### src/rtl/irq_defs.sv
// Shared definitions for the interrupt request arbiter: FSM encodings and defaults.
package irq_defs;

    typedef enum logic [1:0] {
        ST_IDLE       = 2'd0,
        ST_ISSUE      = 2'd1,
        ST_IN_SERVICE = 2'd2
    } irq_state_t;

    // Register used by the ISR return jump (jalr x30); the decoder raises isr_return on it.
    localparam logic [4:0]  ISR_RET_REG     = 5'd30;

    localparam int unsigned NUM_SRC_DEFAULT = 8;
    localparam int unsigned ID_W_DEFAULT    = 3;

endpackage

### src/rtl/irq_sync_edge.sv
// Per-source synchroniser with rising-edge detector on the synchronised level.
module irq_sync_edge #(
    parameter int unsigned SYNC_STAGES = 2
) (
    input  logic clk,
    input  logic reset,
    input  logic async_in,
    output logic synced,
    output logic rise_c
);

    logic [SYNC_STAGES-1:0] sync_q;
    logic                   prev_q;

    // Synchroniser chain plus one history flop for the edge detector.
    always_ff @(posedge clk) begin
        if (reset) begin
            sync_q <= '0;
            prev_q <= 1'b0;
        end else begin
            sync_q <= {sync_q[SYNC_STAGES-2:0], async_in};
            prev_q <= sync_q[SYNC_STAGES-1];
        end
    end

    assign synced = sync_q[SYNC_STAGES-1];
    assign rise_c = synced & ~prev_q;

endmodule

### src/rtl/interrupt_request_arbiter.sv
// Latches, masks and prioritises interrupt sources; issues one non-nested request at a time.
module interrupt_request_arbiter
    import irq_defs::*;
#(
    parameter int unsigned          NUM_SRC     = NUM_SRC_DEFAULT,
    parameter int unsigned          ID_W        = ID_W_DEFAULT,
    parameter logic [NUM_SRC-1:0]   EDGE_SRC    = '1,
    parameter int unsigned          SYNC_STAGES = 2
) (
    input  logic               clk,
    input  logic               reset,
    input  logic [NUM_SRC-1:0] irq_src,
    input  logic               mask_wr_en,
    input  logic [NUM_SRC-1:0] mask_wr_data,
    input  logic               isr_return,
    output logic               irq_out,
    output logic [ID_W-1:0]    irq_id,
    output logic [NUM_SRC-1:0] irq_pending,
    output logic               in_service
);

    irq_state_t         state_q, state_d;
    logic [NUM_SRC-1:0] irq_mask_q;
    logic [NUM_SRC-1:0] pending_q, pending_d;
    logic [NUM_SRC-1:0] synced, rise_c;
    logic [NUM_SRC-1:0] req_c, clr_c;
    logic [ID_W-1:0]    winner_c, irq_id_d;

    // Lowest set index wins.
    function automatic logic [ID_W-1:0] prio_enc(input logic [NUM_SRC-1:0] v);
        prio_enc = '0;
        for (int i = int'(NUM_SRC) - 1; i >= 0; i--) begin
            if (v[i]) prio_enc = ID_W'(i);
        end
    endfunction

    for (genvar i = 0; i < NUM_SRC; i++) begin : g_src
        irq_sync_edge #(
            .SYNC_STAGES (SYNC_STAGES)
        ) u_sync (
            .clk      (clk),
            .reset    (reset),
            .async_in (irq_src[i]),
            .synced   (synced[i]),
            .rise_c   (rise_c[i])
        );
    end

    assign req_c    = pending_q & irq_mask_q;
    assign winner_c = prio_enc(req_c);

    // Next state, grant capture and pending clear for the granted edge source.
    always_comb begin
        state_d  = state_q;
        irq_id_d = irq_id;
        clr_c    = '0;
        case (state_q)
            ST_IDLE: begin
                if (|req_c) begin
                    state_d         = ST_ISSUE;
                    irq_id_d        = winner_c;
                    clr_c[winner_c] = 1'b1;
                end
            end
            ST_ISSUE:      state_d = ST_IN_SERVICE;
            ST_IN_SERVICE: if (isr_return) state_d = ST_IDLE;
            default:       state_d = ST_IDLE;
        endcase
    end

    // Edge sources latch (a new edge beats a same-cycle clear); level sources follow the synced line.
    always_comb begin
        pending_d = '0;
        for (int unsigned i = 0; i < NUM_SRC; i++) begin
            pending_d[i] = EDGE_SRC[i] ? ((pending_q[i] & ~clr_c[i]) | rise_c[i]) : synced[i];
        end
    end

    // State, mask, pending and registered outputs.
    always_ff @(posedge clk) begin
        if (reset) begin
            state_q    <= ST_IDLE;
            irq_mask_q <= '0;
            pending_q  <= '0;
            irq_out    <= 1'b0;
            irq_id     <= '0;
            in_service <= 1'b0;
        end else begin
            state_q    <= state_d;
            if (mask_wr_en) irq_mask_q <= mask_wr_data;
            pending_q  <= pending_d;
            irq_out    <= (state_d == ST_ISSUE);
            irq_id     <= irq_id_d;
            in_service <= (state_d != ST_IDLE);
        end
    end

    assign irq_pending = pending_q;

endmodule

### config.mk
export PLATFORM = sky130hd
export DESIGN_NAME = interrupt_request_arbiter
export DESIGN_NICKNAME = d
export VERILOG_FILES = /design/src/rtl/irq_defs.sv /design/src/rtl/irq_sync_edge.sv /design/src/rtl/interrupt_request_arbiter.sv
export SDC_FILE = /design/constraint.sdc
export NUM_CORES = 1
export LEC_CHECK = 0
export CAP_MARGIN = 40
export CORE_UTILIZATION = 60
export CTS_BUF_LIST = sky130_fd_sc_hd__clkbuf_8
export DETAILED_ROUTE_END_ITERATION = 10
export DONT_BUFFER_PORTS = 1
export PLACE_DENSITY_LB_ADDON = 0.25
export SETUP_SLACK_MARGIN = 0.2
export SLEW_MARGIN = 5
export SYNTH_ARGS = -nofsm -noshare
export SYNTH_HDL_FRONTEND = slang
export SYNTH_HIERARCHICAL = 1
export SYNTH_SLANG_ARGS = --single-unit
### constraint.sdc
create_clock -name clk -period 2.3 [get_ports clk]
set_clock_uncertainty 0.2 [all_clocks]
set_input_delay 0.345 -clock clk [delete_from_list [all_inputs] [get_ports clk]]
set_output_delay 0.345 -clock clk [all_outputs]
set_load 0.02 [all_outputs]
### Word-level counts from Yosys, hierarchy flattened

Cells that the tools add are included.

* $add $sub $neg: 0
* $mul: 0
* div/mod/pow operators: 0
* $lt $le $gt $ge: 2
* equality and inequality tests: 3
* shift operators: 0
* mux-type cells: 15
* bitwise operators: 41
* reductions and logical operators: 5

Operators by type and width (number)
* 3-bit 2-to-1 mux: 8
* 1-bit bitwise AND: 16
* 8-bit 2-to-1 mux: 2
* 1-bit NOT: 16
* 8-bit bitwise AND: 1
* 1-bit OR: 8
* 8-bit OR reduction: 1
* 2-bit one-hot mux with 3 select lines: 1
* 2-bit by 1-bit == test with 1-bit output, second input constant: 2
* 3-bit by 4-bit less-than comparator with 1-bit output, second input constant: 1
* 2-bit 2-to-1 mux: 2
* 1-bit demux with 3-bit select: 1
* 3-bit by 1-bit >= comparator with 1-bit output, second input constant: 1
* 2-bit == test, second input constant: 1
* 2-bit zero test: 1
* 2-bit AND reduction: 1
* 2-bit nonzero test: 1
* 1-bit logical AND: 1
* 1-bit 2-to-1 mux: 1

* flip-flop bits (word level): 47
* latch bits: 0
* RAM bits: 0
* ROM bits: 0
* input port bits: 20
* output and inout bits: 13
* word-level logic and storage cells: 88
* memories kept: 0

### Longest topological paths before layout

* word-level depth: 18
* mapped depth: 4
* gate-level depth less buffers: 4

### Hierarchy

The synthesis kept the hierarchy.

By module, submodules not included
* interrupt_request_arbiter: instances 1, cells each 106, area each 977.2 µm², seq. area each 460.4 µm²
* irq_sync_edge: instances 8, cells each 7, area each 87.6 µm², seq. area each 60.1 µm²

### Worst setup path before layout

OpenSTA, ideal clock, no wires.

* kind: register -> register
* start: register pending_q[5] (netlist: irq_pending[5])
* end: register irq_id[0]
* library setup time: 0.067 ns
* arrival time: 1.350 ns
* data required time: 2.033 ns
* slack: 0.683 ns
* stages on the path, launching flop included: 5
* path buffers: 0
* clock period less this slack: 1.617 ns
* cell sequence: dfxtp_1 -> a22oi_1 -> and4_1 -> or3_4 -> o21ai_2

* cells in the longest elaborated chain, start to end: 7
* elaborated cells between the ends (all ways): 9
* those cells by class: 6 x mux; 1 x bitwise; 2 x reduce/logical

Ends and longest elaborated chain
* start, declared: RTL line interrupt_request_arbiter.sv:24 `logic [NUM_SRC-1:0] pending_q, pending_d;`
* start signal, assigned: RTL line interrupt_request_arbiter.sv:91 `pending_q <= pending_d;`
* 8-bit bitwise AND *: RTL line interrupt_request_arbiter.sv:49 `assign req_c = pending_q & irq_mask_q;`
* 3-bit 2-to-1 mux (6 in a row): RTL line interrupt_request_arbiter.sv:33 `if (v[i]) prio_enc = ID_W'(i);`
* end signal, assigned: RTL line interrupt_request_arbiter.sv:93 `irq_id <= irq_id_d;`
* end, declared: RTL line interrupt_request_arbiter.sv:17 `output logic [ID_W-1:0] irq_id,`

Every way passes the cells marked *; elsewhere a longest branch is shown, timed or not.
A chain may end at the register's enable or synchronous reset.

### Worst setup path in the final report

Same ends and word-level chain as after synthesis.

==> report_table.html <==
<table>
<tr><th>Metric</th><th>Value</th></tr>
<tr><th colspan="2">Layout</th></tr>
<tr><td>Area occupied by multi-input gates</td><td>717 sq um</td></tr>
<tr><td>Synthesis-to-finish area growth</td><td>13.1%</td></tr>
<tr><td>Final layout net count</td><td>196</td></tr>
<tr><td>Number of antenna repair diodes</td><td>0</td></tr>
<tr><td>Proportion of layout cells with a drive suffix above 1</td><td>13.6%</td></tr>
<tr><td>Fillcell total</td><td>206</td></tr>
<tr><td>Seq. cell area</td><td>941 sq um</td></tr>
<tr><td>Post-layout instance count excluding filler cells</td><td>206</td></tr>
<tr><th colspan="2">Critical path</th></tr>
<tr><td>Launch point of the worst path</td><td>irq_pending[5]$_SDFF_PP0_</td></tr>
<tr><td>Capture point of the critical path</td><td>irq_id[0]$_SDFFE_PP0P_</td></tr>
<tr><td>Category of the most critical setup path</td><td>reg2reg</td></tr>
<tr><td>Data required, critical path</td><td>2.33 ns</td></tr>
<tr><td>Cell Chain, Critical Path</td><td>a22oi_1 &gt; and4_1 &gt; or3_4 &gt; o21ai_2</td></tr>
<tr><td>Startpoint type of the worst setup path</td><td>flop</td></tr>
<tr><td>Crit-path max FO</td><td>5</td></tr>
<tr><td>Slowest-stage cell, CP</td><td>dfxtp_1</td></tr>
<tr><td>Reg2Reg Launch Point</td><td>irq_pending[5]$_SDFF_PP0_</td></tr>
<tr><td>Worst setup EP type</td><td>flop</td></tr>
<tr><td>Worst R2R End</td><td>irq_id[0]$_SDFFE_PP0P_</td></tr>
<tr><td>Family with the most delay on the worst path</td><td>simple AND/OR/NAND/NOR gates</td></tr>
<tr><td>Cell depth of the worst flop-to-flop path</td><td>4</td></tr>
<tr><td>Number of buffer and inverter instances along the worst setup path</td><td>0</td></tr>
<tr><td>Critical Path AT</td><td>1.78 ns</td></tr>
<tr><td>Flop2flop setup slack</td><td>0.55 ns</td></tr>
<tr><td>Highest cell delay on the worst timing path</td><td>0.54 ns</td></tr>
<tr><td>Instance count on the critical path</td><td>4</td></tr>
<tr><th colspan="2">Power</th></tr>
<tr><td>Cell-internal power</td><td>0.00115 W</td></tr>
<tr><td>Power spent charging and discharging nets</td><td>0.000344 W</td></tr>
<tr><td>Largest vdd supply drop</td><td>0.000824 V</td></tr>
<tr><td>Proportion of power drawn by the clock network</td><td>32.3%</td></tr>
<tr><td>Leakage power total</td><td>0.761 nW</td></tr>
<tr><td>Switching fraction of total power</td><td>23.1%</td></tr>
<tr><td>Power density over the cells</td><td>786 mW/mm^2</td></tr>
<tr><td>Logic gate share of total power</td><td>7.6%</td></tr>
<tr><td>Reg power frac</td><td>60.1%</td></tr>
<tr><th colspan="2">Floorplan</th></tr>
<tr><td>Site row count</td><td>18</td></tr>
<tr><td>Core box area</td><td>0.00257 sq mm</td></tr>
<tr><td>Die width</td><td>54.9 um</td></tr>
<tr><td>Vertical die dimension</td><td>54.9 um</td></tr>
<tr><td>Area of the die</td><td>0.00301 sq mm</td></tr>
<tr><td>Ports</td><td>33</td></tr>
<tr><td>Initial standard-cell utilization of the core</td><td>65.4%</td></tr>
<tr><th colspan="2">Timing</th></tr>
<tr><td>Post-layout worst setup margin</td><td>0.551 ns</td></tr>
<tr><td>Actual slew at the worst max-slew pin</td><td>0.499 ns</td></tr>
<tr><td>Final Critical Period</td><td>1.75 ns</td></tr>
<tr><td>Setup repair after global routing missed its margin</td><td>false</td></tr>
<tr><td>Period Utilization, post-route</td><td>76.0%</td></tr>
<tr><td>Number of slew-limit violations in the final report</td><td>0</td></tr>
<tr><td>Setup_tns</td><td>0 ns</td></tr>
<tr><td>Final setup fails</td><td>0</td></tr>
<tr><td>Top achievable clock speed</td><td>572 MHz</td></tr>
<tr><td>Endpoints failing hold</td><td>0</td></tr>
<tr><td>Slew HR</td><td>66.7%</td></tr>
<tr><th colspan="2">Place</th></tr>
<tr><td>Gpl congestion</td><td>0.901</td></tr>
<tr><td>Number of cells after detailed placement</td><td>190</td></tr>
<tr><td>Detailed placer's ending HPWL</td><td>1890 um</td></tr>
<tr><td>Pre-CTS setup slack</td><td>0.566 ns</td></tr>
<tr><td>Count of buffers from port buffering</td><td>0</td></tr>
<tr><th colspan="2">Routing</th></tr>
<tr><td>First DRT Iteration DRCs</td><td>11</td></tr>
<tr><td>Remaining antenna violation count</td><td>0</td></tr>
<tr><td>Drc violations</td><td>0</td></tr>
<tr><td>Iteration count of the initial detailed-routing pass</td><td>4</td></tr>
<tr><td>DRT Wirelength</td><td>2850 um</td></tr>
<tr><td>Vias per std cell</td><td>5.45</td></tr>
<tr><td>Average wire per standard cell</td><td>13.8 um</td></tr>
<tr><td>Total via count after detailed routing</td><td>1123</td></tr>
<tr><th colspan="2">Global route</th></tr>
<tr><td>Global Route Usage Sum</td><td>22.0%</td></tr>
<tr><td>Global-route wire length before repair</td><td>4330 um</td></tr>
<tr><td>Number of global-route vias before repair</td><td>990</td></tr>
<tr><td>Antenna violations before repair</td><td>0</td></tr>
<tr><td>Maximum number of pins on one net before global-route repair</td><td>45</td></tr>
<tr><td>GRT overflow</td><td>0</td></tr>
<tr><th colspan="2">Flow run</th></tr>
<tr><td>Number of maximum-capacitance constraint violations</td><td>0</td></tr>
<tr><th colspan="2">Synthesis</th></tr>
<tr><td>Seq/Total Area, Yosys</td><td>56.1%</td></tr>
<tr><td>Library cells used by synthesis</td><td>30</td></tr>
<tr><td>Post-Syn Nets</td><td>182</td></tr>
<tr><td>Flop and latch count out of synthesis</td><td>47</td></tr>
<tr><td>Synthesized instance count</td><td>162</td></tr>
<tr><td>Synth Cell Area</td><td>0.00168 sq mm</td></tr>
<tr><td>Avg Inst Size Synth</td><td>10.4 sq um</td></tr>
<tr><td>Synth Warn #</td><td>6</td></tr>
<tr><th colspan="2">Min path</th></tr>
<tr><td>Tightest Hold Check Type</td><td>in2reg</td></tr>
<tr><td>Count of cells along the worst hold path</td><td>2</td></tr>
<tr><th colspan="2">Clocking</th></tr>
<tr><td>Number of sinks on the clock net</td><td>47</td></tr>
<tr><td>Number of H-tree levels</td><td>2</td></tr>
<tr><td>Clock Path Buffers</td><td>2</td></tr>
<tr><td>Total setup buffers inserted after CTS</td><td>0</td></tr>
<tr><td>Clk slew on worst S/H paths</td><td>0.08 ns</td></tr>
<tr><td>CTS tree</td><td>yes</td></tr>
<tr><td>Number of buffers created by CTS</td><td>5</td></tr>
<tr><td>Source-to-sink clock delay at the later pin of the worst-skew pair</td><td>0.29 ns</td></tr>
<tr><td>CTS resizes</td><td>0</td></tr>
<tr><td>Cell at the root of the clock tree</td><td>clkbuf_8</td></tr>
<tr><th colspan="2">Outcome</th></tr>
<tr><td>Status</td><td>completed</td></tr>
</table>
-- cells in the final DEF, fill, tap and decap left out, types with 4 or more instances in the layout --
cell,n
dlygate4sd3_1,8
a21oi_1,6
mux2i_1,9
nor2b_1,25
nor3_1,4
dfxtp_1,47
clkbuf_8,6
nand2_1,5
nor2_1,25
nor2b_2,8
-- power groups by stage --
stage	logic (W)	clock network (W)	registers (W)
4_1_cts	0.000113	0.000494	0.000896
6_report	0.000113	0.000482	0.000896
3_3_place_gp	0.0000850	0	0.000913
2_1_floorplan	0.0000797	0	0.000909
5_1_grt	0.000125	0.000525	0.000902
3_5_place_dp	0.0000877	0	0.000915
-- Yosys cell counts --
cell type / n / share of area, %
a21oi_1: 6 / 1.8
nor3_1: 4 / 1.2
nor2b_2: 8 / 4.2
a32oi_1: 1 / 0.52
o221a_4: 1 / 1.2
nand2_1: 5 / 1.1
o21ai_0: 2 / 0.60
nand4_1: 1 / 0.37
nor2_1: 25 / 5.6
a22oi_2: 1 / 0.75
o21ai_2: 1 / 0.52
mux2i_1: 9 / 5.4
nand3b_1: 1 / 0.45
and4_1: 1 / 0.52
o221ai_1: 1 / 0.52
a21o_1: 1 / 0.45
a211oi_1: 3 / 1.3
nor2b_1: 25 / 9.3
nand2b_1: 1 / 0.37
a22oi_1: 3 / 1.3
or3_4: 1 / 0.67
buf_2: 1 / 0.30
or2_0: 1 / 0.37
inv_1: 2 / 0.45
buf_1: 1 / 0.22
clkbuf_1: 1 / 0.22
dfxtp_1: 47 / 56
a22o_1: 2 / 1.0
nand3_1: 3 / 0.89
a211oi_2: 3 / 2.2
-- repair_timing --
action | CTS | global route
hold endpoints to repair | 44 | 0
hold buffers | 9 | 0
endpoints found under the setup margin | 0 | 0
-- worst register-to-register path, cell delays in order (launching register included) --
cell and delay, ns:
dfxtp_1 0.54, a22oi_1 0.19, and4_1 0.24, or3_4 0.39
o21ai_2 0.13
-- worst min path at each step --
stage | slack, ns | endpoint | start
2_1_floorplan | 0.21 | g_src[0].u_sync/sync_q[1]$_SDFF_PP0_ | g_src[0].u_sync/sync_q[0]$_SDFF_PP0_
3_3_place_gp | 0.21 | irq_pending[6]$_SDFF_PP0_ | reset
3_5_place_dp | 0.21 | irq_pending[4]$_SDFF_PP0_ | reset
4_1_cts | 0.001 | irq_mask_q[0]$_SDFFE_PP0P_ | mask_wr_data[0]
5_1_grt | 0.002 | irq_mask_q[5]$_SDFFE_PP0P_ | mask_wr_data[5]
6_report | 0.01 | irq_mask_q[5]$_SDFFE_PP0P_ | mask_wr_data[5]
-- stage by stage --
step | cell area, sq um | utilization, % | hold WS [ns] | total power [W]
floorplan | 1680 | - | 0.214 | 0.000988
global placement | 1710 | 66.6 | 0.214 | 0.000999
detailed placement | 1710 | 66.6 | 0.214 | 0.00100
CTS | 1900 | 73.9 | 0.00100 | 0.00150
global route | 1900 | 73.9 | 0.00244 | 0.00155
finish | 1900 | 73.9 | 0.0108 | 0.00149
-- sequential cells by signal, summed over array words and instances (netlist names) --
signal               flops
g_src.u_sync/sync_q     16
g_src.u_sync/prev_q      8
irq_mask_q               8
irq_pending              8
irq_id                   3
state_q                  2
in_service               1
irq_out                  1
-- metal layers --
layer / share of wire (%) / GRT usage [%] / vias to the layer above
met5: 0 / 0 / -
met4: 0 / 8.12 / 0
met3: 6.6 / 10.6 / 0
met2: 46 / 34.5 / 27
met1: 47 / 25.6 / 516
li1: - / - / 580
-- final cells by class --
type                    instances  area share, %
flip-flops and latches         47           49.6
multi-input cells             110           37.8
repair buffers                 10           5.67
clock buffers                   6           4.35
well taps                      30           1.98
inverters                       2          0.396
clock inverters                 1          0.264
-- cells by family (layout without fill, tap and decap cells) --
family,after synthesis,after routing,share of synthesized area [%]
flip-flops,47,47,56.1
multiplexers,9,9,5.37
buffers and inverters,5,19,1.19
AO/OA/AOI/OAI,25,25,12.3
AND/OR/NAND/NOR,76,76,25.1
No activity file was read; power rests on OpenSTA's default activity.
